===== config.mk =====
export PLATFORM = sky130hd
export DESIGN_NAME = latch_write_sched
export DESIGN_NICKNAME = d
export VERILOG_FILES = /design/src/rtl/latch_write_sched.sv
export SDC_FILE = /design/constraint.sdc
export NUM_CORES = 1
export LEC_CHECK = 0
export CAP_MARGIN = 15
export CORE_MARGIN = 3
export CORE_UTILIZATION = 41
export DETAILED_ROUTE_END_ITERATION = 10
export PLACE_DENSITY_LB_ADDON = 0.05
export RECOVER_POWER = 100
export SLEW_MARGIN = 20
export SYNTH_ARGS = -nofsm -noshare
export SYNTH_HDL_FRONTEND = slang
export SYNTH_SLANG_ARGS = --single-unit

===== constraint.sdc =====
create_clock -name clk -period 2.7 [get_ports clk]
set_input_delay 0.81 -clock clk [delete_from_list [all_inputs] [get_ports clk]]
set_output_delay 0.81 -clock clk [all_outputs]
set_load 0.01 [all_outputs]

===== src/rtl/latch_write_sched.sv =====
// Round-robin write scheduler for a shared bank of gated D latches: setup, enable pulse, hold.
// Optional readback compare is built when LATCH_WRITE_SCHED_VERIFY_EN is defined.
module latch_write_sched #(
    parameter int NREQ      = 4,
    parameter int WIDTH     = 8,
    parameter int NLAT      = 4,
    parameter int EN_CYCLES = 2
) (
    input  logic                          clk,
    input  logic                          rst_n,
    input  logic [NREQ-1:0]               req,
    input  logic [NREQ*$clog2(NLAT)-1:0]  req_addr,
    input  logic [NREQ*WIDTH-1:0]         req_data,
    output logic [NREQ-1:0]               gnt,
    output logic [NREQ-1:0]               ack,
    output logic                          busy,
    output logic [NLAT-1:0]               latch_en,
    output logic [WIDTH-1:0]              latch_d,
    input  logic [NLAT*WIDTH-1:0]         latch_q,
    output logic                          mismatch
);
    localparam int AW = $clog2(NLAT);
    localparam int IW = $clog2(NREQ);
    localparam int CW = 4;

    typedef enum logic [1:0] {IDLE, SETUP, PULSE, HOLD} state_t;

    state_t          state, state_nx;
    logic [IW-1:0]   ptr, ptr_nx;
    logic [AW-1:0]   addr, addr_nx;
    logic [CW-1:0]   cnt, cnt_nx;
    logic [NREQ-1:0] gnt_nx, ack_nx;
    logic            busy_nx, mismatch_nx;
    logic [NLAT-1:0] latch_en_nx;
    logic [WIDTH-1:0] latch_d_nx;

    logic            found;
    logic [IW-1:0]   sel, cand;
    int unsigned     idx;
    logic            rb_err;

`ifdef LATCH_WRITE_SCHED_VERIFY_EN
    assign rb_err = (latch_q[32'(addr)*WIDTH +: WIDTH] != latch_d);
`else
    logic unused_q;
    assign unused_q = ^latch_q;
    assign rb_err   = 1'b0;
`endif

    // First requester at or after ptr, wrapping around.
    always_comb begin
        found = 1'b0;
        sel   = '0;
        idx   = 0;
        cand  = '0;
        for (int unsigned k = 0; k < NREQ; k++) begin
            idx  = (32'(ptr) + k) % NREQ;
            cand = IW'(idx);
            if (!found && req[cand]) begin
                found = 1'b1;
                sel   = cand;
            end
        end
    end

    // latch_d doubles as the captured-data register; it only moves on SETUP entry.
    always_comb begin
        state_nx    = state;
        ptr_nx      = ptr;
        addr_nx     = addr;
        cnt_nx      = cnt;
        gnt_nx      = gnt;
        ack_nx      = '0;
        busy_nx     = busy;
        latch_en_nx = latch_en;
        latch_d_nx  = latch_d;
        mismatch_nx = 1'b0;
        case (state)
            IDLE: begin
                if (found) begin
                    state_nx    = SETUP;
                    addr_nx     = req_addr[32'(sel)*AW +: AW];
                    latch_d_nx  = req_data[32'(sel)*WIDTH +: WIDTH];
                    gnt_nx      = '0;
                    gnt_nx[sel] = 1'b1;
                    busy_nx     = 1'b1;
                    ptr_nx      = (sel == IW'(NREQ - 1)) ? '0 : IW'(sel + 1'b1);
                end
            end
            SETUP: begin
                state_nx          = PULSE;
                cnt_nx            = CW'(EN_CYCLES - 1);
                latch_en_nx       = '0;
                latch_en_nx[addr] = 1'b1;
            end
            PULSE: begin
                if (cnt == '0) begin
                    state_nx    = HOLD;
                    latch_en_nx = '0;
                    ack_nx      = gnt;
                end else begin
                    cnt_nx = cnt - 1'b1;
                end
            end
            HOLD: begin
                state_nx    = IDLE;
                gnt_nx      = '0;
                busy_nx     = 1'b0;
                mismatch_nx = rb_err;
            end
            default: state_nx = IDLE;
        endcase
    end

    always_ff @(posedge clk or negedge rst_n) begin
        if (!rst_n) begin
            state    <= IDLE;
            ptr      <= '0;
            addr     <= '0;
            cnt      <= '0;
            gnt      <= '0;
            ack      <= '0;
            busy     <= 1'b0;
            latch_en <= '0;
            latch_d  <= '0;
            mismatch <= 1'b0;
        end else begin
            state    <= state_nx;
            ptr      <= ptr_nx;
            addr     <= addr_nx;
            cnt      <= cnt_nx;
            gnt      <= gnt_nx;
            ack      <= ack_nx;
            busy     <= busy_nx;
            latch_en <= latch_en_nx;
            latch_d  <= latch_d_nx;
            mismatch <= mismatch_nx;
        end
    end
endmodule


### Word level (Yosys, flattened, before mapping)

Cells that the tools add are included.

| storage, ports and cells | value |
|---|---|
| register bits | 31 |
| output and inout port bits | 22 |

| cells by class | value |
|---|---|
| $add $sub $neg | 5 |
| magnitude comparators | 8 |
| equality and inequality tests | 7 |
| shifts and indexed selects | 2 |
| mux-type cells | 34 |
| reduce and logical (&&, ||, !) cells | 17 |

Operator list:

| kind | count |
|---|---|
| variable part select 32 x 6 -> 8 bit | 1 |
| one-hot mux 4 bit (2 select lines) | 3 |
| two-way mux 4 bit | 5 |
| less-than comparator 2 x 3 -> 1 bit, second input constant | 6 |
| two-way mux 2 bit | 7 |
| two-way mux 1 bit | 11 |
| AND reduction 2 bit | 5 |
| binary-select mux 1 bit (select 2 bit) | 4 |
| one-hot mux 2 bit (4 select lines) | 1 |
| variable part select 8 x 4 -> 2 bit | 1 |
| equality test 2 bit, second input constant | 3 |
| != test 2 bit, second input constant | 3 |
| logical AND 1 bit | 5 |
| adder 2 x 1 -> 2 bit, second input constant | 2 |
| adder 2 bit, second input constant | 2 |
| demux 1 bit (select 2 bit) | 2 |
| >= comparator 2 x 1 -> 1 bit, second input constant | 2 |
| zero test 4 bit | 1 |
| nonzero test 2 bit | 2 |
| subtractor 4 x 1 -> 4 bit, second input constant | 1 |
| zero test 1 bit | 3 |
| equality test 2 x 1 -> 1 bit, second input constant | 1 |
| zero test 2 bit | 1 |
| one-hot mux 1 bit (2 select lines) | 1 |

### Longest topological paths before layout

Gate-level depths: netlist (run 1).

| depth | value |
|---|---|
| word-level depth | 18 |
| mapped depth | 8 |

### Worst setup path before layout (run 1)

No wires, ideal clock.

| timing path | value |
|---|---|
| path type | input to register |
| start point | in req[0] |
| end point | reg state[0] |
| library setup time | 0.126 ns |
| arrival | 1.811 ns |
| path slack | 0.763 ns |
| cell stages on the path | 5 |
| path buffers | 1 |
| cell sequence | nor4_1 -> and2_1 -> clkbuf_1 -> a21oi_1 -> o32a_1 |

| between the ends | value |
|---|---|
| longest elaborated chain between the ends | 14 |
| elaborated cells on any way between the ends | 20 |
| classes of those cells | eq/ne (1); mux (12); reduce/logical (7) |

RTL lines:

| what | RTL line | source |
|---|---|---|
| start, declared | 11 | `input logic [NREQ-1:0] req,` |
| binary-select mux 1 bit (select 2 bit) | 59 | `if (!found && req[cand]) begin` |
| two-way mux 1 bit (not written as such) | 59 |  |
| two-way mux 1 bit | 59 |  |
| zero test 1 bit | 59 |  |
| logical AND 1 bit | 59 |  |
| two-way mux 1 bit | 59 |  |
| zero test 1 bit | 59 |  |
| logical AND 1 bit | 59 |  |
| two-way mux 1 bit | 59 |  |
| zero test 1 bit | 59 |  |
| logical AND 1 bit | 59 |  |
| two-way mux 1 bit * | 59 |  |
| != test 2 bit (no line) * | n/a |  |
| AND reduction 2 bit (no line) * | n/a |  |
| end signal, assigned | 128 | `state <= state_nx;` |
| end, declared | 28 | `state_t state, state_nx;` |

Mark *: on every way between the ends. The rest lies on a longest branch, timed or not. The select of a mux whose other input is x is not followed.
A chain may end at the register's enable or synchronous reset.

### Worst setup path in the final report (run 1)

| timing path | value |
|---|---|
| start point | in req[0] |
| end point | reg gnt[0] |

| between the ends | value |
|---|---|
| longest elaborated chain between the ends | 18 |
| elaborated cells on any way between the ends | 31 |
| classes of those cells | order compare (2); eq/ne (1); mux (20); reduce/logical (8) |

RTL lines:

| what | RTL line | source |
|---|---|---|
| binary-select mux 1 bit (select 2 bit) | 59 |  |
| two-way mux 1 bit (not written as such) | 59 |  |
| two-way mux 1 bit | 59 |  |
| zero test 1 bit | 59 |  |
| logical AND 1 bit | 59 |  |
| two-way mux 1 bit | 59 |  |
| zero test 1 bit | 59 |  |
| logical AND 1 bit | 59 |  |
| [2 not listed] | n/a |  |
| logical AND 1 bit | 59 |  |
| two-way mux 2 bit | 59 |  |
| less-than comparator 2 x 3 -> 1 bit (not written as such) or >= comparator 2 x 1 -> 1 bit (tied branches) | 85 | `gnt_nx[sel] = 1'b1;` |
| logical AND 1 bit (not written as such) | 85 |  |
| two-way mux 1 bit (not written as such) | 85 |  |
| demux 1 bit (select 2 bit) | 85 |  |
| two-way mux 4 bit | 80 | `if (found) begin` |
| one-hot mux 4 bit (2 select lines) | 78 | `case (state)` |
| end signal, assigned | 132 | `gnt <= gnt_nx;` |
| end, declared | 14 | `output logic [NREQ-1:0] gnt,` |

Several ways; a longest one is shown, not always the timed one. The select of a mux whose other input is x is not followed.

==> results.cfg, run 1 <==
[status]
status = completed

[finish]
n_fill_cell = 321
finalNetCount = 327
antenna_cells = 0
design_area_um2 = 2570
utilization_pct = 66.7
syn_to_final_growth_pct = 49.6
multiInputGateArea_um2 = 846
drive_gt1_share_pct = 6.97
seq_area_um2 = 776

[logic_synthesis]
synth-compound-area-share_pct = 15.9
synthFlopType = dfrtp_1
syn_area_per_cell_um2 = 9.94
synth_top_family_by_area = compound AO/OA/AOI/OAI gates
synth_area_leaders = dfrtp_1 45%, mux2i_1 13%, nand2_1 6.6%, o221ai_1 5.1%, ha_1 4.4%
synth_cells = 173
yosys.area_share.simple_pct = 15.4
syn_nets = 257
synth-seq-area-share_pct = 45.1
synth_top_area_share_pct = 45.1
synthMuxAreaShare_pct = 13.5
synth_cell_type_count = 35
yosysTopAreaCell = dfrtp_1
yosysMostFrequentCell = dfrtp_1
synth_edf_count = 0
synthXorXnorAreaFrac_pct = 0
ys_seq_elements = 31
synthArstFlopShare_pct = 100
yosys.area_share.adder_pct = 4.37
netlist_area_um2 = 1720
synth_common_cells = 31 x dfrtp_1, 30 x nand2_1, 22 x mux2i_1, 10 x inv_1, 10 x o221ai_1
yosys_warnings = 0

[place]
gp_congestion = 0.821
placed_cell_area_um2 = 2450
hpwl_um = 3300
port-buffer-count = 66

[worst_setup_path]
path_class = in -> reg
cp_top_family = simple AND/OR/NAND/NOR gates
r2r.worst_path.cells = 5
endpoint_kind = flop
endpoint = gnt[0]
cp.arrival_ps = 2690
r2r_start = ptr[1]
start_kind = primary input
r2r_end = addr[1]
startpoint = req[0]
cp.depth = 6
slowest_stage = dlygate4sd3_1
worst-path-buf-inv = 1
cp_max_fo = 25
path_cells = dlygate4sd3_1 > a21oi_2 > o21ai_0 > o2bb2a_4 > or4_1 > nand2_1
rrSetupSlack_ps = 940
cpPeakStageDelay_ps = 640
required_ps = 2910

[global_routing]
grt_pass1_wl_um = 7110
gr-total-overflow = 0
grtUsageTotal_pct = 17.5
grt_max_degree = 32
antenna_found_initial = 0
first_global_vias = 1590

[timing]
hold_viol_final = 0
drv_slew = 0
finalSetupViolCount = 0
relSlewSlack_pct = 49.1
final.period_utilization_pct = 91.8
timing.setup.tns_ps = 0
fin_skew_ps = 7.01
post-route-min-period_ps = 2480
fmax_ghz = 0.403
hold-worst-slack_ps = 477
rsz0062_at_grt = false
tightest_slew_ps = 763

[power]
peakVddDrop_v = 0.000573
power_density_nw_per_um2 = 975
power.leakage_uw = 0.00120

[drt]
remaining_drc_errors = 0
avgRoutedWirePerCell_um = 14.6
drtIter0Drc = 95
drtPass1Iterations = 4
vias_per_cell = 5.31
drtAntennaViolNets = 0
totalWireLength_um = 4250
num_vias = 1550

[floorplan]
dieWidth_um = 70.8
fp.dieArea_um2 = 5010
core_um2 = 3850
die_y_um = 70.8
start_util_pct = 44.6
fp-row-count = 22
io_pins = 100

[clocking]
clk_transition_reported_paths_ps = 60
cts_tree = built
cts.sinks = 31
htreeDepth = 2
cts_max_path_buffers = 2
worstSkewPairLatency_ps = 270
cts_setup_buffers = 0
cts_resized = 0
cts-buffers-inserted = 5
ctsHoldBuffers = 0
clock-root-buffer = clkbuf_8

[flow_run]
drv_cap = 0

[worst_hold_path]
worstHoldPathType = reg -> reg
## cell type report
class	instances	area share, %
Inverter	10	1.46
Tap cell	48	2.34
Clock buffer	6	2.82
Clock inverter	2	2.34
Timing Repair Buffer	73	28.0
Multi-Input combinational cell	122	32.9
Sequential cell	31	30.2
## cell usage in the layout, fill, tap and decap left out, drive strengths merged, types with 2 or more instances in the layout
cell	n
a21oi	4
and3	2
o221ai	10
and2	5
bufinv	2
inv	10
dfrtp	31
a31oi	2
ha	6
o21ai	10
o32ai	4
clkbuf	9
or3	2
nor3	2
nand2b	6
nor2	5
buf	4
mux2i	22
dlygate4sd3	23
clkdlybuf4s50	43
nand2	30
## sequential cells by signal, indices dropped and copies added, names as in the netlist
register / cells
latch_d: 8
state: 2
busy: 1
ptr: 2
ack: 4
latch_en: 4
cnt: 4
gnt: 4
addr: 2
## worst reg2reg max path: stages (launching register included)
cell      delay [ps]
dfrtp_1          460
mux2i_1          220
nor2_1            80
nor3_2           310
nand2_1          310
o221ai_1         290
## logic make-up after synthesis
family	after synthesis
flip-flops	31
AO/OA/AOI/OAI	36
multiplexers	23
buffers and inverters	20
other	1
adder cells (fa/ha/maj)	6
AND/OR/NAND/NOR	56
## worst min-delay path by stage
stage,from,end,slack [ps],cells past startpoint
after floorplan,cnt[1],cnt[1],490,2
after global placement,latch_d[1],latch_d[1],470,2
after detailed placement,latch_d[4],latch_d[4],470,2
after CTS,latch_d[4],latch_d[4],490,2
after global routing,latch_d[6],latch_d[6],510,2
final,latch_d[4],latch_d[4],480,2
## stage by stage
stage	cells	power (uW)	setup slack (ps)
floorplan	173	1540	763
global placement	284	1990	125
detailed placement	284	2040	71.2
CTS	292	2590	354
global route	292	2700	135
finish	292	2510	221
## per-layer routing
layer / wire length [um] / GRT usage [%] / vias up
met4: 62 / 6.05 / 0
li1: - / - / 750
met2: 2180 / 30.3 / 56
met5: 0 / 0 / -
met1: 1760 / 20.9 / 738
met3: 254 / 4.69 / 6
## report_power, final
part           leakage [uW]  total, uW  internal [uW]  switching (uW)
Combinational      0.000744       1200            592             608
Sequential         0.000394        776            648             129
Clock             0.0000654        530            369             162
Power figures use the tool's default switching activity.
==> run 2, diff against run 1 <==
CELL_PAD_IN_SITES_DETAIL_PLACEMENT = 0   (was unset)
CELL_PAD_IN_SITES_GLOBAL_PLACEMENT = 1   (was unset)
CORE_UTILIZATION = 29   (was 41)
==> results.cfg, run 2 (synthesis gave the netlist of run 1 again) <==
[timing]
hold_viol_final = 0
fmax_ghz = 0.410
timing.setup.tns_ps = 0
relSlewSlack_pct = 45.9
final.period_utilization_pct = 90.4
post-route-min-period_ps = 2440
rsz0062_at_grt = false
fin_skew_ps = 7.32
tightest_slew_ps = 811
finalSetupViolCount = 0
worst_slack_ps = 258
drv_slew = 0

[global_routing]
grt_max_degree = 32
grtUsageTotal_pct = 12.9
antenna_found_initial = 0
grt_pass1_wl_um = 7180
first_global_vias = 1569
gr-total-overflow = 0

[clocking]
clock-root-buffer = clkbuf_8
cts_setup_buffers = 0
worstSkewPairLatency_ps = 280
htreeDepth = 2
clk_transition_reported_paths_ps = 70
cts_max_path_buffers = 2
ctsHoldBuffers = 0
cts.sinks = 31
cts_tree = built
cts-buffers-inserted = 5
cts_resized = 0

[worst_setup_path]
r2r.worst_path.cells = 5
cpPeakStageDelay_ps = 600
worst-path-buf-inv = 1
endpoint_kind = flop
required_ps = 2850
slowest_stage = dlygate4sd3_1
cp_max_fo = 25
start_kind = primary input
cp.depth = 6
path_class = in -> reg
path_cells = dlygate4sd3_1 > a21oi_1 > o21ai_2 > o2bb2a_4 > mux2i_1 > o221ai_1
cp_top_family = compound AO/OA/AOI/OAI gates
cp.arrival_ps = 2590

[place]
preCtsSetupSlack_ps = 82.9
gp_congestion = 0.759
port-buffer-count = 66
hpwl_um = 3450

[drt]
num_vias = 1523
vias_per_cell = 4.80
drtPass1Iterations = 4
totalWireLength_um = 4400
avgRoutedWirePerCell_um = 13.9
drtAntennaViolNets = 0
remaining_drc_errors = 0
drtIter0Drc = 17

[finish]
finalNetCount = 328
regMostFlops = latch_d
antenna_cells = 0
drive_gt1_share_pct = 7.35
largest_reg_flops = 8
syn_to_final_growth_pct = 50.7
final_cell_mix = 43 x clkdlybuf4s50_1, 31 x dfrtp_1, 30 x nand2_1
final_common_cell = clkdlybuf4s50_1

[worst_hold_path]
min_path_cells = 2
worstHoldPathType = reg -> reg

[floorplan]
dieWidth_um = 83.0
fp-row-count = 27
io_pins = 100
die_y_um = 83.0
start_util_pct = 30.7
core_um2 = 5610
fp.dieArea_um2 = 6890

[status]
status = completed

[power]
power_density_nw_per_um2 = 947
peakVddDrop_v = 0.000435
power.leakage_uw = 0.00120

[flow_run]
drv_cap = 0
-- run 2: cell types whose count changed in the layout (fill, tap and decap cells not counted), sizes merged --
cell,before,now
buf,4,5
bufinv,2,1
clkinv,0,1
-- run 2: per-layer routing --
metal	vias up	global-route usage, %	wire length [um]
met5	-	0	0
met4	0	4.90	65
met3	7	3.67	228
met2	40	22.5	2290
met1	723	14.7	1810
li1	753	-	-
-- run 2: path summary, 6_finish.rpt --
check,to,slack (ps),start
worst max-delay path,latch_d[4],260,req[0]
max in group asynchronous,latch_d[3],1040,rst_n
worst max register to register,latch_d[4],960,ptr[1]
worst min register to register,latch_d[4],490,latch_d[4]
min in group asynchronous,cnt[2],1140,rst_n
worst min-delay path,latch_d[4],490,latch_d[4]
-- run 2: through the flow --
stage	instance area [um2]	hold WS (ps)	total power (uW)	utilization, %	cells
after floorplan	1720	491	1540	-	173
after global placement	2490	476	2030	44.3	309
after detailed placement	2490	475	2070	44.3	309
after CTS	2600	497	2560	46.4	317
after global routing	2590	516	2660	46.2	317
final	2590	485	2450	46.2	317
-- run 2: final cells by class --
cell class | count | area [um2]
timing repair buffer | 74 | 723
inverter | 10 | 37.5
clock buffer | 6 | 82.6
clock inverter | 2 | 35.0
tap | 72 | 90.1
fill | 580 | 3020
sequential | 31 | 776
multi-input combinational | 122 | 846
-- run 2: power by group --
group | internal (uW) | total, uW | switching, uW
Clock | 298 | 476 | 178
Sequential | 648 | 773 | 126
Combinational | 599 | 1200 | 605
-- run 2: worst min-delay path: stages (launching register included) --
cell and delay [ps]:
dfrtp_1 340, nand2_1 50, o221ai_1 60
